===== config.mk =====
export PLATFORM = sky130hd
export DESIGN_NAME = uart_rx_core
export DESIGN_NICKNAME = d
export VERILOG_FILES = /design/src/rtl/uart_rx_core.sv
export SDC_FILE = /design/constraint.sdc
export NUM_CORES = 1
export LEC_CHECK = 0
export ABC_CLOCK_PERIOD_IN_PS = 1950
export CAP_MARGIN = 5
export CORE_UTILIZATION = 49
export CTS_CLUSTER_DIAMETER = 50
export DETAILED_ROUTE_END_ITERATION = 6
export GPL_ROUTABILITY_DRIVEN = 1
export PLACE_DENSITY_LB_ADDON = 0.15
export SYNTH_ARGS = -nofsm -noshare
export SYNTH_HDL_FRONTEND = slang
export SYNTH_SLANG_ARGS = --single-unit

===== constraint.sdc =====
create_clock -name clk -period 1.95 [get_ports clk]
set_input_delay 0.39 -clock clk [delete_from_list [all_inputs] [get_ports clk]]
set_output_delay 0.39 -clock clk [all_outputs]
set_load 0.005 [all_outputs]

===== src/rtl/uart_rx_core.sv =====
// uart_rx_core: oversampling UART receiver with mid-bit sampling, stop-bit check and exported FSM code
//   clk        system clock
//   rst_n      asynchronous active-low reset (released synchronously inside)
//   baud_tick  one-cycle strobe at OVERSAMPLE x baud rate
//   rx         raw serial line, idle high, asynchronous to clk
//   rx_data    last correctly framed byte
//   rx_valid   one-cycle pulse: rx_data updated
//   frame_err  one-cycle pulse: stop bit sampled low
//   busy       high whenever state != IDLE
//   state      FSM code (00 IDLE, 01 START, 10 DATA, 11 STOP), used as a downstream mux select
module uart_rx_core #(
    parameter int DATA_BITS  = 8,
    parameter int OVERSAMPLE = 16
) (
    input  logic                 clk,
    input  logic                 rst_n,
    input  logic                 baud_tick,
    input  logic                 rx,
    output logic [DATA_BITS-1:0] rx_data,
    output logic                 rx_valid,
    output logic                 frame_err,
    output logic                 busy,
    output logic [1:0]           state
);
    localparam int CW = $clog2(OVERSAMPLE);
    localparam int BW = $clog2(DATA_BITS);
    // START compares the pre-increment count one early so the start check lands
    // OVERSAMPLE/2-1 ticks after detection and every later sample a full bit after it
    localparam logic [CW-1:0] START_LAST = CW'(OVERSAMPLE / 2 - 2);
    localparam logic [CW-1:0] BIT_LAST   = CW'(OVERSAMPLE - 1);
    localparam logic [BW-1:0] IDX_LAST   = BW'(DATA_BITS - 1);

    typedef enum logic [1:0] {
        IDLE  = 2'b00,
        START = 2'b01,
        DATA  = 2'b10,
        STOP  = 2'b11
    } state_t;

    state_t               cur, nxt;
    logic [1:0]           rst_pipe;
    logic                 rst_sync_n;
    logic [1:0]           sync;
    logic                 rx_s;
    logic [CW-1:0]        cnt, cnt_nxt;
    logic [BW-1:0]        idx, idx_nxt;
    logic [DATA_BITS-1:0] sh, sh_nxt, data_nxt;
    logic                 armed, armed_nxt, valid_nxt, err_nxt;

    // reset asserts immediately but releases on a clock edge
    always_ff @(posedge clk or negedge rst_n) begin
        if (!rst_n) rst_pipe <= 2'b00;
        else        rst_pipe <= {rst_pipe[0], 1'b1};
    end
    assign rst_sync_n = rst_pipe[1];

    assign rx_s  = sync[1];
    assign state = cur;

    always_ff @(posedge clk or negedge rst_sync_n) begin
        if (!rst_sync_n) begin
            sync      <= 2'b11;
            cur       <= IDLE;
            cnt       <= '0;
            idx       <= '0;
            sh        <= '0;
            rx_data   <= '0;
            rx_valid  <= 1'b0;
            frame_err <= 1'b0;
            busy      <= 1'b0;
            armed     <= 1'b1;
        end else begin
            sync      <= {sync[0], rx};
            cur       <= nxt;
            cnt       <= cnt_nxt;
            idx       <= idx_nxt;
            sh        <= sh_nxt;
            rx_data   <= data_nxt;
            rx_valid  <= valid_nxt;
            frame_err <= err_nxt;
            busy      <= nxt != IDLE;
            armed     <= armed_nxt;
        end
    end

    always_comb begin
        nxt       = cur;
        cnt_nxt   = cnt;
        idx_nxt   = idx;
        sh_nxt    = sh;
        data_nxt  = rx_data;
        armed_nxt = armed;
        valid_nxt = 1'b0;
        err_nxt   = 1'b0;
        if (baud_tick) begin
            case (cur)
                IDLE: begin
                    // after a framing error the line must be seen high before a new start counts
                    if (rx_s) armed_nxt = 1'b1;
                    else if (armed) begin
                        nxt     = START;
                        cnt_nxt = '0;
                    end
                end
                START: begin
                    cnt_nxt = cnt + CW'(1);
                    if (cnt == START_LAST) begin
                        cnt_nxt = '0;
                        idx_nxt = '0;
                        nxt     = rx_s ? IDLE : DATA;
                    end
                end
                DATA: begin
                    cnt_nxt = cnt + CW'(1);
                    if (cnt == BIT_LAST) begin
                        cnt_nxt = '0;
                        sh_nxt  = {rx_s, sh[DATA_BITS-1:1]};
                        idx_nxt = idx + BW'(1);
                        nxt     = idx == IDX_LAST ? STOP : DATA;
                    end
                end
                STOP: begin
                    cnt_nxt = cnt + CW'(1);
                    if (cnt == BIT_LAST) begin
                        cnt_nxt   = '0;
                        nxt       = IDLE;
                        data_nxt  = rx_s ? sh : rx_data;
                        valid_nxt = rx_s;
                        err_nxt   = !rx_s;
                        armed_nxt = rx_s;
                    end
                end
            endcase
        end
    end
endmodule


==> impl_metrics.py <==
metrics = {
    "clock_tree": {
        "postCtsHoldBufs": 0,
        "cts_resized": 0,
        "clock_path_buffers": 2,
        "cts_buffers": 5,
        "root_buffer": "clkbuf_4",
        "worstSkewPairLatency_ns": 0.32,
        "cts.htree.levels": 2,
        "cts_tree": "done",
        "cts_setup_buffers": 0,
        "cts.sinks": 33,
        "clk_pin_slew_ns": 0.10,
    },
    "routing": {
        "first_iter_violations": 13,
        "vias": 922,
        "vias_per_cell": 5.55,
        "antenna_left": 0,
        "drtPass1Iterations": 4,
        "wire_per_inst_um": 13.9,
        "wl_um": 2310,
        "drc": 0,
    },
    "pwr": {
        "power_frac_comb_pct": 19.6,
        "power_frac_seq_pct": 57.1,
        "powerDensity_nw_per_um2": 929,
        "power_leakage_nw": 0.775,
        "p_sw_share_pct": 31.5,
        "switchingPower_w": 0.000491,
        "peakVddDrop_v": 0.000690,
        "clockPowerShare_pct": 23.3,
        "p_int_w": 0.00107,
    },
    "sta": {
        "fin_hold_ws_ns": 0.215,
        "fin_skew_ns": 0.0108,
        "worstMarginPinSlew_ns": 0.542,
        "maxSlewViolCount": 0,
        "slew_headroom_pct": 63.9,
        "hold_violations": 0,
        "fin_crit_sh_pct": 97.2,
        "finalCriticalPeriod_ns": 1.89,
        "setup_viol": 0,
        "finalSetupTns_ns": 0,
        "rsz0062_at_grt": "no",
        "fmaxAchievable_mhz": 528,
    },
    "placement": {
        "port_buffers": 16,
        "place_congestion": 0.797,
        "dpl.hpwl_um": 1610,
    },
    "die": {
        "die_w_um": 55.5,
        "start_util_pct": 51.3,
        "boundaryPins": 17,
        "rows": 19,
        "die_area_um2": 3080,
        "dieHeight_um": 55.5,
        "coreArea_um2": 2730,
    },
    "yosys": {
        "ys_top_cells_by_area": "dfrtp_1 (54%), mux2_2 (13%), dfstp_2 (5.6%)",
        "async_reset_ff_share_pct": 100,
        "ys_seq_area_share_pct": 59.1,
        "yosys.area.top_type": "dfrtp_1",
        "synth.net_count": 118,
        "synth_area_per_cell_um2": 12.8,
        "yosysWarnings": 0,
        "synth_cell_types": 30,
        "syn-cell-area_um2": 1400,
        "synth_seq_cells": 33,
        "synth_edf_count": 0,
        "synth.top_cell.area_share_pct": 53.5,
        "ys.flop_type": "dfrtp_1",
        "syn_inst": 110,
    },
    "global_route": {
        "grt_max_degree": 22,
        "grtUsageTotal_pct": 17.3,
        "grt_pass1_vias": 905,
        "grt_overflow": 0,
        "antenna_found_initial": 0,
        "grt_pass1_wl_um": 3970,
    },
    "worst_setup_path": {
        "critical_path.top_delay_family": "simple AND/OR/NAND/NOR gates",
        "critPathBufInv": 0,
        "cp-end-kind": "register",
        "crit_type": "register to register",
        "critPathArrivalTime_ns": 2.10,
        "critPathMaxStageDelay_ns": 0.43,
        "cp_slowest_cell": "dfrtp_1",
        "worstPathRequired_ns": 2.15,
        "r2r_start": "cnt[0]",
        "path_cells": "ha_1 -> and3_4 -> and3_1 -> o32a_1 -> or3b_1",
        "critPathLaunch": "cnt[0]",
        "cp_max_fo": 5,
        "critPathLaunchType": "register",
    },
    "layout": {
        "diodes": 0,
        "layout-drive-gt1-share_pct": 26.7,
        "fin_nets": 142,
        "synthToLayoutAreaGrowth_pct": 19.6,
    },
    "run_status": {
        "status": "complete, no violations",
    },
    "job": {
        "max_cap_viol_count": 0,
    },
    "hold_path": {
        "hold_class": "primary input to async pin",
    },
}
==> through the flow <==
step                      power, W  instance area [um^2]  instances  worst slack (ns)  utilization (%)
final                      0.00156                  1680        166            0.0555             61.4
after global routing       0.00167                  1680        166           0.00805             61.4
after CTS                  0.00158                  1680        166            0.0541             61.4
after detailed placement   0.00121                  1620        158            0.0669             59.4
after global placement     0.00120                  1620        158            0.0876             59.4
after floorplan            0.00111                  1400        110             0.151                -
==> layout by cell type (no fill, tap or decap), types with 2 or more instances in the layout <==
master,n
ha_1,4
clkbuf_4,5
mux2_2,16
clkinv_2,2
o211ai_1,2
nand4_1,3
dfstp_2,3
dfrtp_1,30
o21ai_0,9
buf_4,3
a21oi_1,3
buf_12,2
nand2_1,11
a31oi_1,2
nor2_1,2
clkdlybuf4s50_1,16
inv_1,3
nand3_1,3
==> flip-flops by register name (all words and copies together) (netlist names) <==
register and cells:
armed 1, rx_valid 1, idx 3, sh 8
rst_pipe 2, cnt 4, sync 2, frame_err 1
busy 1, rx_data 8, state 2
==> final timing paths <==
kind | to | slack, ns | cells past startpoint
max reg2reg | busy | 0.06 | 5
max in group asynchronous | armed | 1.15 | 1
min reg2reg | cnt[0] | 0.22 | 0
min | rst_pipe[0] | 0.22 | 1
min in group clk | rst_pipe[1] | 0.36 | 0
max | busy | 0.06 | 5
==> final cells by class <==
| cell class | instances | area [um^2] |
|---|---|---|
| well taps | 31 | 38.8 |
| fillers | 243 | 1060 |
| inverters | 3 | 11.3 |
| flip-flops and latches | 33 | 830 |
| clock inverters | 3 | 17.5 |
| clock buffers | 5 | 37.5 |
| multi-input cells | 70 | 520 |
| repair buffers | 21 | 223 |
==> power groups by stage <==
stage               Sequential (W)  Clock, W  Combinational (W)
finish                    0.000890  0.000363           0.000306
detailed placement        0.000903         0           0.000308
global placement          0.000895         0           0.000301
floorplan                 0.000856         0           0.000252
global route              0.000905  0.000414           0.000354
CTS                       0.000890  0.000377           0.000309
==> synthesized netlist by cell type, drive strengths merged (2+ instances only) <==
cell type and count:
a21oi 3, a31oi 2, and3 2, buf 4
dfrtp 30, dfstp 3, ha 4, inv 3
mux2 16, nand2 11, nand3 3, nand4 3
nor2 3, nor3b 2, o211ai 2, o21ai 9
==> logic make-up after synthesis <==
logic type | synth area share (%)
flip-flops | 59.1
adder cells (fa/ha/maj) | 3.57
AND/OR/NAND/NOR | 11.6
multiplexers | 13.6
buffers and inverters | 3.75
AO/OA/AOI/OAI | 8.12
other | 0.267
==> metal layers <==
layer / track usage, % / up-vias / wire (um)
met2: 27.0 / 17 / 1110
met5: 0 / - / 0
met1: 21.1 / 468 / 1110
li1: - / 435 / -
met3: 7.03 / 2 / 65
met4: 7.86 / 0 / 24
No activity file was read; power rests on OpenSTA's default activity.
